File: src/rtl/bt_status_pkg.sv
// Shared constants, FSM encodings and packet helper
// for the Bluetooth status transmitter.
package bt_status_pkg;

  localparam logic [7:0] PKT_HDR    = 8'hA5;
  localparam logic [7:0] TYPE_TRACK = 8'h01;
  localparam logic [7:0] TYPE_VOL   = 8'h02;
  localparam logic [7:0] TYPE_HB    = 8'h03;
  localparam int         PKT_LEN    = 4;

  typedef enum logic [1:0] {
    SEQ_IDLE,
    SEQ_SEND,
    SEQ_DONE
  } seq_t;

  typedef enum logic [1:0] {
    BIT_IDLE,
    BIT_START,
    BIT_DATA,
    BIT_STOP
  } bit_t;

  function automatic logic [7:0] pkt_byte(
    input logic [1:0] idx,
    input logic [7:0] typ,
    input logic [7:0] val
  );
    logic [7:0] b;
    unique case (idx)
      2'd0:    b = PKT_HDR;
      2'd1:    b = typ;
      2'd2:    b = val;
      default: b = typ ^ val;
    endcase
    return b;
  endfunction

endpackage

File: src/rtl/bt_status_tx_uart.sv
// 8N1 byte serialiser, LSB first; a start issued during the
// last stop-bit cycle chains the next byte with no gap.
module uart_tx_byte
  import bt_status_pkg::*;
#(
  parameter int BAUD_DIV = 650
) (
  input  logic       CLK,
  input  logic       RST,
  input  logic       start,
  input  logic [7:0] data,
  output logic       txd,
  output logic       busy,
  output logic       done
);

  localparam int CW = $clog2(BAUD_DIV);

  bit_t          state;
  bit_t          state_n;
  logic [CW-1:0] baud_cnt;
  logic [2:0]    bit_cnt;
  logic [9:0]    shreg;
  logic          tick;
  logic          load;

  assign tick = baud_cnt == CW'(BAUD_DIV - 1);
  assign txd  = shreg[0];
  assign busy = state != BIT_IDLE;

  always_comb begin
    state_n = state;
    load    = 1'b0;
    done    = 1'b0;
    unique case (state)
      BIT_IDLE: begin
        if (start) begin
          load    = 1'b1;
          state_n = BIT_START;
        end
      end
      BIT_START: begin
        if (tick) state_n = BIT_DATA;
      end
      BIT_DATA: begin
        if (tick && bit_cnt == 3'd7) state_n = BIT_STOP;
      end
      BIT_STOP: begin
        if (tick) begin
          done = 1'b1;
          if (start) begin
            load    = 1'b1;
            state_n = BIT_START;
          end else begin
            state_n = BIT_IDLE;
          end
        end
      end
    endcase
  end

  // Ones shift in behind the frame, so the line idles high.
  always_ff @(posedge CLK) begin
    if (RST) begin
      state    <= BIT_IDLE;
      baud_cnt <= '0;
      bit_cnt  <= '0;
      shreg    <= '1;
    end else begin
      state <= state_n;
      if (load) begin
        shreg    <= {1'b1, data, 1'b0};
        baud_cnt <= '0;
        bit_cnt  <= '0;
      end else if (state != BIT_IDLE) begin
        if (tick) begin
          baud_cnt <= '0;
          shreg    <= {1'b1, shreg[9:1]};
          if (state == BIT_DATA) bit_cnt <= bit_cnt + 3'd1;
        end else begin
          baud_cnt <= baud_cnt + CW'(1);
        end
      end
    end
  end

endmodule

File: src/rtl/bt_status_tx.sv
// Status packet sequencer for the reverse Bluetooth UART link.
// Optional heartbeat packets: define STATUS_HEARTBEAT_EN.
module bt_status_tx
  import bt_status_pkg::*;
#(
  parameter int BAUD_DIV  = 650,
  parameter int HB_PERIOD = 50000000
) (
  input  logic       CLK,
  input  logic       RST,
  input  logic [2:0] TRACK,
  input  logic [3:0] VOLUME,
  input  logic       PLAYING,
  input  logic       TRACK_EVT,
  input  logic       VOL_EVT,
  output logic       UART_TXD,
  output logic       BUSY,
  output logic       TX_DONE
);

  seq_t       seq;
  seq_t       seq_n;
  logic       trk_p;
  logic       vol_p;
  logic       hb_p;
  logic       launch;
  logic       sel_trk;
  logic       sel_vol;
  logic [7:0] typ_q;
  logic [7:0] val_q;
  logic [7:0] typ_n;
  logic [7:0] val_n;
  logic [1:0] idx_q;
  logic [1:0] idx_n;
  logic       start;
  logic [7:0] tx_data;
  logic       bdone;
  logic       byte_busy;
  logic       unused_sig;

  assign sel_trk = trk_p;
  assign sel_vol = !trk_p && vol_p;
  assign launch  = (seq == SEQ_IDLE) && (trk_p || vol_p || hb_p);
  assign BUSY    = seq == SEQ_SEND;
  assign TX_DONE = seq == SEQ_DONE;

`ifdef STATUS_HEARTBEAT_EN
  localparam int HW = $clog2(HB_PERIOD);

  logic [HW-1:0] hb_cnt;
  logic          hb_wrap;
  logic          sel_hb;

  assign hb_wrap    = hb_cnt == HW'(HB_PERIOD - 1);
  assign sel_hb     = !trk_p && !vol_p && hb_p;
  assign unused_sig = byte_busy;

  always_ff @(posedge CLK) begin
    if (RST) begin
      hb_cnt <= '0;
      hb_p   <= 1'b0;
    end else begin
      hb_cnt <= hb_wrap ? '0 : hb_cnt + HW'(1);
      hb_p   <= hb_wrap | (hb_p & !(launch & sel_hb));
    end
  end
`else
  assign hb_p       = 1'b0;
  assign unused_sig = byte_busy ^ PLAYING ^ (HB_PERIOD == 0);
`endif

  // Snapshot source for the packet about to launch.
  always_comb begin
    typ_n = TYPE_VOL;
    val_n = {4'b0, VOLUME};
    if (sel_trk) begin
      typ_n = TYPE_TRACK;
      val_n = {5'b0, TRACK};
    end
`ifdef STATUS_HEARTBEAT_EN
    else if (sel_hb) begin
      typ_n = TYPE_HB;
      val_n = {7'b0, PLAYING};
    end
`endif
  end

  always_comb begin
    seq_n   = seq;
    idx_n   = idx_q;
    start   = 1'b0;
    tx_data = PKT_HDR;
    unique case (seq)
      SEQ_IDLE: begin
        if (launch) begin
          seq_n = SEQ_SEND;
          idx_n = 2'd0;
          start = 1'b1;
        end
      end
      SEQ_SEND: begin
        if (bdone) begin
          if (idx_q == 2'(PKT_LEN - 1)) begin
            seq_n = SEQ_DONE;
          end else begin
            idx_n   = idx_q + 2'd1;
            start   = 1'b1;
            tx_data = pkt_byte(idx_q + 2'd1, typ_q, val_q);
          end
        end
      end
      SEQ_DONE: seq_n = SEQ_IDLE;
      default:  seq_n = SEQ_IDLE;
    endcase
  end

  always_ff @(posedge CLK) begin
    if (RST) begin
      seq   <= SEQ_IDLE;
      idx_q <= '0;
      typ_q <= '0;
      val_q <= '0;
      trk_p <= 1'b0;
      vol_p <= 1'b0;
    end else begin
      seq   <= seq_n;
      idx_q <= idx_n;
      if (launch) begin
        typ_q <= typ_n;
        val_q <= val_n;
      end
      trk_p <= TRACK_EVT | (trk_p & !(launch & sel_trk));
      vol_p <= VOL_EVT | (vol_p & !(launch & sel_vol));
    end
  end

  uart_tx_byte #(
    .BAUD_DIV(BAUD_DIV)
  ) u_tx (
    .CLK  (CLK),
    .RST  (RST),
    .start(start),
    .data (tx_data),
    .txd  (UART_TXD),
    .busy (byte_busy),
    .done (bdone)
  );

endmodule

File: config.mk
export PLATFORM = sky130hd
export DESIGN_NAME = bt_status_tx
export DESIGN_NICKNAME = d
export VERILOG_FILES = /design/src/rtl/bt_status_pkg.sv /design/src/rtl/bt_status_tx_uart.sv /design/src/rtl/bt_status_tx.sv
export SDC_FILE = /design/constraint.sdc
export NUM_CORES = 1
export LEC_CHECK = 0
export BUFFER_PORTS_ARGS = -buffer_cell sky130_fd_sc_hd__clkbuf_2
export CAP_MARGIN = 25
export CORE_ASPECT_RATIO = 0.5
export CORE_MARGIN = 2
export CORE_UTILIZATION = 35
export CTS_CLUSTER_SIZE = 14
export DETAILED_ROUTE_END_ITERATION = 8
export PLACE_DENSITY = 0.5
export RECOVER_POWER = 50
export SKIP_CTS_REPAIR_TIMING = 1
export SYNTH_ARGS = -nofsm -noshare
export SYNTH_HDL_FRONTEND = slang
export SYNTH_HIERARCHICAL = 1
export SYNTH_SLANG_ARGS = --single-unit
File: constraint.sdc
create_clock -name CLK -period 4.7 [get_ports CLK]
set_clock_uncertainty 0.2 [all_clocks]
set_input_delay 0.235 -clock CLK [delete_from_list [all_inputs] [get_ports CLK]]
set_output_delay 0.235 -clock CLK [all_outputs]
set_load 0.05 [all_outputs]
Yosys cells after proc, flatten, opt, wreduce, memory -nomap -nowiden:

Index checks and enable logic that the tools add are counted.
W data, S select, Z words.

* bits in registers: 46
* output and inout port bits: 3
* logic and storage cells: 91

* add/subtract/negate cells: 3
* equality and inequality tests: 18
* multiplexer cells: 33
* bitwise operators: 7
* reductions and logical operators: 20

Operator list (number)
* $mux W9: 3
* $mux W8: 3
* $pmux W8 S3: 1
* $mux W2: 11
* $add A10 B1 Y10 const B: 1
* $eq A10 B10 Y1 const B: 1
* $eq A2 B2 Y1 const B: 5
* $mux W10: 1
* $ne A2 B1 Y1 const B: 5
* $mux W1: 8
* $pmux W2 S2: 2
* $pmux W2 S4: 1
* $reduce_and A4 Y1: 2
* $reduce_bool A2 Y1: 4
* $xor A8 B8 Y8: 1
* $eq A2 B1 Y1 const B: 3
* $logic_not A2 Y1: 3
* $ne A2 B2 Y1 const B: 3
* $reduce_and A3 Y1: 2
* $and A1 B1 Y1: 4
* $mux W4: 1
* $pmux W1 S2: 2
* $add A3 B1 Y3 const B: 1
* $eq A3 B3 Y1 const B: 1
* other kinds (7): 12

Longest topological paths before layout:

Gate-level depths: netlist (run 1).

* depth after elaboration: 10
* gate-level depth with buffers: 12
* mapped depth without buffers: 11

Modules after synthesis:

The synthesis (run 1) kept the hierarchy.

Modules (own cells, without submodules)
* uart_tx_byte: times used 1, cells each 147, area each 1313.8 sq um, sequential area each 480.5 sq um
* bt_status_tx: times used 1, cells each 94, area each 762.0 sq um, sequential area each 240.2 sq um

Worst setup path after synthesis (run 1):

Ideal clock, no wire load.

* path type: flip-flop to flip-flop
* from: reg u_tx.baud_cnt[0]
* to: reg u_tx.shreg[0]
* arrival time: 2419 ps
* data required time: 4378 ps
* slack: 1959 ps
* cell stages (with the launch flop): 12
* path buffers: 1
* period minus slack after synthesis: 2741 ps
* cell sequence: dfxtp_1 > ha_1 > nor2b_1 > nand3_1 > nor2_1 > nand2b_1 > a211oi_4 > and3b_1 > a31oi_1 > or2_0 > buf_2 > a221o_1

* longest elaborated chain between the ends: 10
* elaborated cells between the ends (all ways): 12
* those cells by class: eq/ne (1); mux (8); reduce/logical (3)

RTL lines
* from (decl): RTL line bt_status_tx_uart.sv:21 `logic [CW-1:0] baud_cnt;`
* from (signal assigned): RTL line bt_status_tx_uart.sv:81 `baud_cnt <= baud_cnt + CW'(1);`
* $eq A10 B10 Y1 (*): RTL line bt_status_tx_uart.sv:27 `assign tick = baud_cnt == CW'(BAUD_DIV - 1);`
* $mux W1 (*): RTL line bt_status_tx_uart.sv:49 `if (tick) begin`
* $mux W1 (*): RTL line bt_status_tx_uart.sv:35 `unique case (state)`
* net bdone: RTL line bt_status_tx.sv:37 `logic bdone;`
* $mux W1 (*): RTL line bt_status_tx.sv:102 `if (bdone) begin`
* $pmux W1 S2 (*): RTL line bt_status_tx.sv:93 `unique case (seq)`
* net start: RTL line bt_status_tx.sv:35 `logic start;`
* $mux W1 (*): RTL line bt_status_tx_uart.sv:37, bt_status_tx_uart.sv:51
* $mux W1: RTL line bt_status_tx_uart.sv:49
* $pmux W1 S2 (*): RTL line bt_status_tx_uart.sv:35
* $reduce_bool A2 Y1 (no line)
* $reduce_and A2 Y1 (no line)
* to (signal assigned): RTL line bt_status_tx_uart.sv:72 `shreg <= {1'b1, data, 1'b0};`
* to (signal assigned): RTL line bt_status_tx_uart.sv:78 `shreg <= {1'b1, shreg[9:1]};`
* to (decl): RTL line bt_status_tx_uart.sv:23 `logic [9:0] shreg;`

Mark *: on every way through the listed nets, which the timed path passes. The rest lies on a longest branch.
A chain may end at the register's enable or synchronous reset.

Worst setup path in the final report (run 1):

* from: reg u_tx.baud_cnt[0]
* to: reg u_tx.shreg[2]

Same word-level chain as after synthesis.

==> load_flow_metrics.sql, run 1 <==
INSERT INTO impl_metrics (metric_group, metric, value, unit) VALUES
('critical_path', 'cp_data_required_time', '4.61', 'ns'),
('synth', 'synth.avg_cell_area', '8.63', 'µm²'),
('clock_tree', 'clock_insertion_delay_at_the_later_pin_of_the_skew_report', '0.28', 'ns'),
('timing', 'worstMarginPinSlew', '0.874', 'ns'),
('floorplan', 'core_region_area', '0.00559', 'mm²'),
('final_layout', 'area_taken_by_multi_input_logic_gates', '0.00126', 'mm²'),
('routing', 'wl_per_cell', '13.7', 'µm'),
('clock_tree', 'clock_tree_from_tritoncts', 'yes', ''),
('clock_tree', 'clock-root-buffer', 'clkbuf_16', ''),
('final_layout', 'num-nets-final', '280', ''),
('placement', 'place_congestion', '0.821', ''),
('status', 'result_of_the_run', 'completed', ''),
('timing', 'fin_max_slew_vios', '0', ''),
('placement', 'placement.io_buffers', '13', ''),
('timing', 'max_clock_freq', '273', 'MHz'),
('floorplan', 'die-area', '0.00659', 'mm²'),
('placement', 'dp_hpwl', '3170', 'µm'),
('global_route', 'maximum_number_of_pins_on_one_net_before_global_route_repair', '28', ''),
('global_route', 'antenna_found_initial', '0', ''),
('power_and_ir_drop', 'internal_power', '0.701', 'mW'),
('timing', 'fin_crit', '3.66', 'ns'),
('synth', 'synth-warning-count', '6', ''),
('timing', 'setup-tns-final', '0', 'ns'),
('final_layout', 'utilization', '0.426', ''),
('timing', 'hold_violations', '0', ''),
('clock_tree', 'cts_buffer_depth', '2', ''),
('worst_hold_path', 'hp_class', 'in2reg', ''),
('routing', 'postRouteWirelength', '4510', 'µm'),
('final_layout', 'diodes', '0', ''),
('critical_path', 'critPathLaunchType', 'flop', ''),
('floorplan', 'boundaryPins', '15', ''),
('global_route', 'grt_first_pass_wirelength', '7780', 'µm'),
('global_route', 'grt_resource_usage_total', '0.152', ''),
('timing', 'rsz_0062_raised_after_global_routing', 'false', ''),
('timing', 'setup_viol_count_final', '0', ''),
('power_and_ir_drop', 'sequentialPowerShare', '0.352', ''),
('power_and_ir_drop', 'switching_power_share_of_the_total', '0.332', ''),
('final_layout', 'fillers', '554', ''),
('critical_path', 'reg2reg_setup_slack', '1.04', 'ns'),
('global_route', 'grt.overflow.total', '0', ''),
('floorplan', 'starting_density_of_the_core', '0.371', ''),
('synth', 'synth_area', '0.00207', 'mm²'),
('routing', 'detail_route.iter0.violations', '71', ''),
('critical_path', 'worstPathArrival', '3.57', 'ns'),
('clock_tree', 'clkTransAtPathRegs', '0.06', 'ns'),
('clock_tree', 'cts-buffers-inserted', '5', ''),
('timing', 'max_slew_margin', '0.413', ''),
('critical_path', 'worstSetupEndpointType', 'flop', ''),
('final_layout', 'leading_cell_types_in_the_layout_fill_and_taps_excluded', 'dfxtp_1, nor2_1, nor2b_1', ''),
('clock_tree', 'h-tree-depth', '2', ''),
('power_and_ir_drop', 'power-per-cell-area', '441', 'mW/mm²'),
('floorplan', 'chipHeight', '58.4', 'µm'),
('global_route', 'first_global_vias', '1637', ''),
('routing', 'final_antenna_net_count', '0', ''),
('routing', 'drt-pass1-iter-count', '4', ''),
('final_layout', 'sequential_cell_area_in_the_final_layout', '721', 'µm²'),
('synth', 'synthCells', '240', ''),
('final_layout', 'layout-drive-gt1-share', '0.0980', ''),
('routing', 'route.detailed.drc', '0', ''),
('floorplan', 'die_x', '113', 'µm'),
('power_and_ir_drop', 'comb_power_share', '0.288', ''),
('power_and_ir_drop', 'p_leak', '0.942', 'nW'),
('critical_path', 'worstSetupPathType', 'reg2reg', ''),
('critical_path', 'path_max_fanout', '11', ''),
('final_layout', 'syn_to_final_growth', '14.9', '%'),
('timing', 'period_share', '0.779', ''),
('routing', 'vias', '1690', ''),
('run', 'max_cap_viols', '0', ''),
('routing', 'routed_via_density', '5.15', ''),
('final_layout', 'mostFrequentLayoutCell', 'dfxtp_1', ''),
('power_and_ir_drop', 'total_net_switching_power', '0.349', 'mW'),
('floorplan', 'row_count', '19', ''),
('power_and_ir_drop', 'vdd_drop_max', '164', 'µV'),
('power_and_ir_drop', 'power.clock.fraction', '0.360', ''),
('clock_tree', 'numClockSinks', '36', '');
## per-stage QoR
step / total power [mW] / hold slack [ns] / std cells / cell area, µm² / worst slack, ns
finish: 1.05 / 0.0115 / 328 / 2380 / 1.04
global route: 1.12 / 0.0137 / 328 / 2380 / 0.703
CTS: 1.06 / -0.0485 / 323 / 2330 / 1.11
detailed placement: 0.676 / 0.249 / 315 / 2170 / 1.10
global placement: 0.671 / 0.243 / 315 / 2170 / 1.20
floorplan: 0.612 / 0.144 / 241 / 2080 / 1.96
## cell type report
| class | instances | area share |
|---|---|---|
| clock buffers | 5 | 0.0525 |
| inverters | 8 | 0.0126 |
| multi-input cells | 185 | 0.529 |
| well taps | 73 | 0.0384 |
| clock inverters | 3 | 0.0179 |
| repair buffers | 18 | 0.0468 |
| flip-flops and latches | 36 | 0.303 |
## flip-flops by register name, indices dropped and copies added (netlist names)
name	flops
seq	2
typ_q	2
idx_q	2
u_tx/bit_cnt	3
val_q	4
u_tx/baud_cnt	10
u_tx/shreg	9
u_tx/state	2
vol_p	1
sel_trk	1
## power by group through the flow
stage                     clock network, mW  registers (mW)  logic [mW]
after global placement                    0           0.376       0.295
after CTS                             0.388           0.371       0.301
after detailed placement                  0           0.377       0.299
final                                 0.378           0.370       0.303
after floorplan                           0           0.376       0.236
after global routing                  0.404           0.377       0.342
## worst max-delay path, stage by stage (launching register included)
cell and delay (ns):
dfxtp_1 0.39, ha_1 0.18, nor2b_1 0.20, nand3_1 0.22, nor2_1 0.29, nand2b_1 0.14
a211oi_4 0.42, and3b_1 0.43, a31oi_1 0.12, nor3_1 0.69, a32oi_1 0.20
## routing by layer
layer,track usage,vias to the layer above,routed length [µm]
met2,0.250,20,2060
met3,0.0587,6,178
met4,0.0418,0,42
met1,0.189,781,2230
li1,-,883,-
met5,0,-,0
## final timing paths
check	endpoint	cells past startpoint	start
setup / recovery	u_tx/shreg[2]	10	u_tx/baud_cnt[0]
hold / removal	val_q[1]	3	VOLUME[1]
setup reg to reg	u_tx/shreg[2]	10	u_tx/baud_cnt[0]
hold reg to reg	val_q[3]	2	val_q[3]
Power figures use the tool's default switching activity.
==> run 2: changes to the inputs <==
- PLACE_DENSITY: 0.5 -> 0.52
- clock period: 4.7 -> 2.99 ns (I/O delays scaled with it)
==> load_flow_metrics.sql, run 2 (synthesized netlist as in run 1, its figures left out) <==
INSERT INTO impl_metrics (metric_group, metric, value, unit) VALUES
('run', 'max_cap_viols', '0', ''),
('clock_tree', 'h-tree-depth', '2', ''),
('global_route', 'grt_resource_usage_total', '0.151', ''),
('final_layout', 'diodes', '0', ''),
('clock_tree', 'clkTransAtPathRegs', '0.06', 'ns'),
('routing', 'route.detailed.drc', '0', ''),
('global_route', 'grt_first_pass_wirelength', '7800', 'µm'),
('power_and_ir_drop', 'sequentialPowerShare', '0.354', ''),
('timing', 'worstMarginPinSlew', '0.608', 'ns'),
('global_route', 'first_global_vias', '1647', ''),
('power_and_ir_drop', 'switching_power_share_of_the_total', '0.347', ''),
('clock_tree', 'cts-buffers-inserted', '5', ''),
('final_layout', 'top_regs', 'u_tx/baud_cnt x10, u_tx/shreg x9, val_q x4', ''),
('final_layout', 'max_flop_register', 'u_tx/baud_cnt', ''),
('floorplan', 'boundaryPins', '15', ''),
('final_layout', 'syn_to_final_growth', '18.5', '%'),
('power_and_ir_drop', 'internal_power', '1.07', 'mW'),
('floorplan', 'core_region_area', '0.00559', 'mm²'),
('routing', 'routed_via_density', '5.18', ''),
('clock_tree', 'cts_buffer_depth', '2', ''),
('routing', 'postRouteWirelength', '4660', 'µm'),
('timing', 'rsz_0062_raised_after_global_routing', 'false', ''),
('critical_path', 'critPathLaunchType', 'flop', ''),
('timing', 'fin_max_slew_vios', '0', ''),
('routing', 'vias', '1761', ''),
('timing', 'fin_crit', '2.71', 'ns'),
('critical_path', 'worstPathArrival', '2.69', 'ns'),
('status', 'result_of_the_run', 'completed', ''),
('timing', 'max_slew_margin', '0.596', ''),
('timing', 'setup-tns-final', '0', 'ns'),
('routing', 'final_antenna_net_count', '0', ''),
('timing', 'setup_viol_count_final', '0', ''),
('floorplan', 'row_count', '19', ''),
('final_layout', 'mostFrequentLayoutCell', 'dfxtp_1', ''),
('clock_tree', 'clock_insertion_delay_at_the_later_pin_of_the_skew_report', '0.28', 'ns'),
('critical_path', 'path_max_fanout', '9', ''),
('clock_tree', 'clock_tree_from_tritoncts', 'yes', ''),
('power_and_ir_drop', 'p_leak', '0.989', 'nW'),
('worst_hold_path', 'hold_path_startpoint', 'VOLUME[3]', ''),
('final_layout', 'design_area', '0.00246', 'mm²'),
('global_route', 'grt.overflow.total', '0', ''),
('timing', 'max_clock_freq', '369', 'MHz'),
('final_layout', 'final_instance_count_without_filler_cells', '340', ''),
('routing', 'drt-pass1-iter-count', '4', ''),
('clock_tree', 'numClockSinks', '36', ''),
('global_route', 'antenna_found_initial', '0', ''),
('floorplan', 'die_x', '113', 'µm'),
('floorplan', 'starting_density_of_the_core', '0.371', ''),
('routing', 'wl_per_cell', '13.7', 'µm'),
('final_layout', 'leading_cell_types_in_the_layout_fill_and_taps_excluded', 'dfxtp_1, nor2_1, nor2b_1', ''),
('placement', 'place_congestion', '0.837', ''),
('power_and_ir_drop', 'power.clock.fraction', '0.333', ''),
('clock_tree', 'clock-root-buffer', 'clkbuf_16', ''),
('timing', 'period_share', '0.907', ''),
('critical_path', 'crit-reg2reg-launch', 'u_tx/baud_cnt[0]', ''),
('floorplan', 'die-area', '0.00659', 'mm²'),
('critical_path', 'worstSetupPathType', 'reg2reg', ''),
('critical_path', 'cp-startpoint', 'u_tx/baud_cnt[0]', ''),
('final_layout', 'fillers', '559', ''),
('power_and_ir_drop', 'power-per-cell-area', '665', 'mW/mm²'),
('placement', 'placement.io_buffers', '13', ''),
('placement', 'number_of_placed_instances_with_taps_included', '324', ''),
('final_layout', 'largest_register_ff_count', '10', ''),
('timing', 'hold_violations', '0', ''),
('power_and_ir_drop', 'total_net_switching_power', '0.566', 'mW'),
('placement', 'dp_hpwl', '3280', 'µm'),
('power_and_ir_drop', 'vdd_drop_max', '266', 'µV'),
('timing', 'worst_hold_slack', '0.0970', 'ns'),
('placement', 'detailed_place.area', '0.00223', 'mm²'),
('worst_hold_path', 'hp_class', 'in2reg', ''),
('final_layout', 'layout-drive-gt1-share', '0.124', ''),
('routing', 'detail_route.iter0.violations', '71', ''),
('critical_path', 'worstSetupEndpointType', 'flop', ''),
('power_and_ir_drop', 'comb_power_share', '0.313', ''),
('critical_path', 'cp_data_required_time', '2.96', 'ns'),
('final_layout', 'num-nets-final', '292', ''),
('global_route', 'maximum_number_of_pins_on_one_net_before_global_route_repair', '28', ''),
('floorplan', 'chipHeight', '58.4', 'µm');
[run 2: changes by cell type in the layout (fill, tap and decap cells not counted), sizes merged]
cell         previous run  this run
clkinvlp                1         2
bufinv                  1         0
clkbuf                 18        23
buf                     0         5
dlygate4sd3             5         8
clkinv                  1         0
[run 2: path summary, 6_finish.rpt]
check / slack [ns] / cells after the start / to
worst min register to register: 0.28 / 2 / val_q[3]
worst max-delay path: 0.28 / 10 / u_tx/shreg[0]
worst min-delay path: 0.1 / 4 / val_q[3]
worst max register to register: 0.28 / 10 / u_tx/shreg[0]
[run 2: power by group through the flow]
stage / sequential (mW) / clock, mW / combinational (mW)
6_report: 0.578 / 0.543 / 0.511
5_1_grt: 0.585 / 0.572 / 0.581
4_1_cts: 0.578 / 0.553 / 0.512
3_5_place_dp: 0.589 / 0 / 0.507
3_3_place_gp: 0.586 / 0 / 0.502
2_1_floorplan: 0.591 / 0 / 0.371
[run 2: routing by layer]
metal	GRT usage	vias up	share of wire
li1	-	906	-
met4	0.0523	0	0.013
met2	0.258	22	0.46
met5	0	-	0
met3	0.0433	8	0.032
met1	0.187	825	0.50
[run 2: cell type report]
type                    count  area [µm²]  share of cell area
clock buffers               6         139              0.0565
well taps                  73        91.3              0.0372
clock inverters             2        15.0             0.00611
flip-flops and latches     36         721               0.293
inverters                   8        30.0              0.0122
repair buffers             30         200              0.0815
multi-input cells         185        1260               0.513
[run 2: critical path: stages (launching register included)]
cell and delay, ns:
dfxtp_1 0.38, ha_1 0.18, nor2b_1 0.20, nand3_1 0.12
nor2_1 0.15, nand2b_1 0.11, a211oi_4 0.28, and3b_1 0.21
and4_1 0.39, nor4_1 0.09, a221o_1 0.30
[run 2: metrics by stage]
step / util / power, mW / setup slack (ns)
global route: 0.440 / 1.74 / 0.0361
detailed placement: 0.400 / 1.10 / 0.277
CTS: 0.428 / 1.64 / 0.276
floorplan: - / 0.962 / 0.249
finish: 0.440 / 1.63 / 0.277
global placement: 0.400 / 1.09 / 0.320
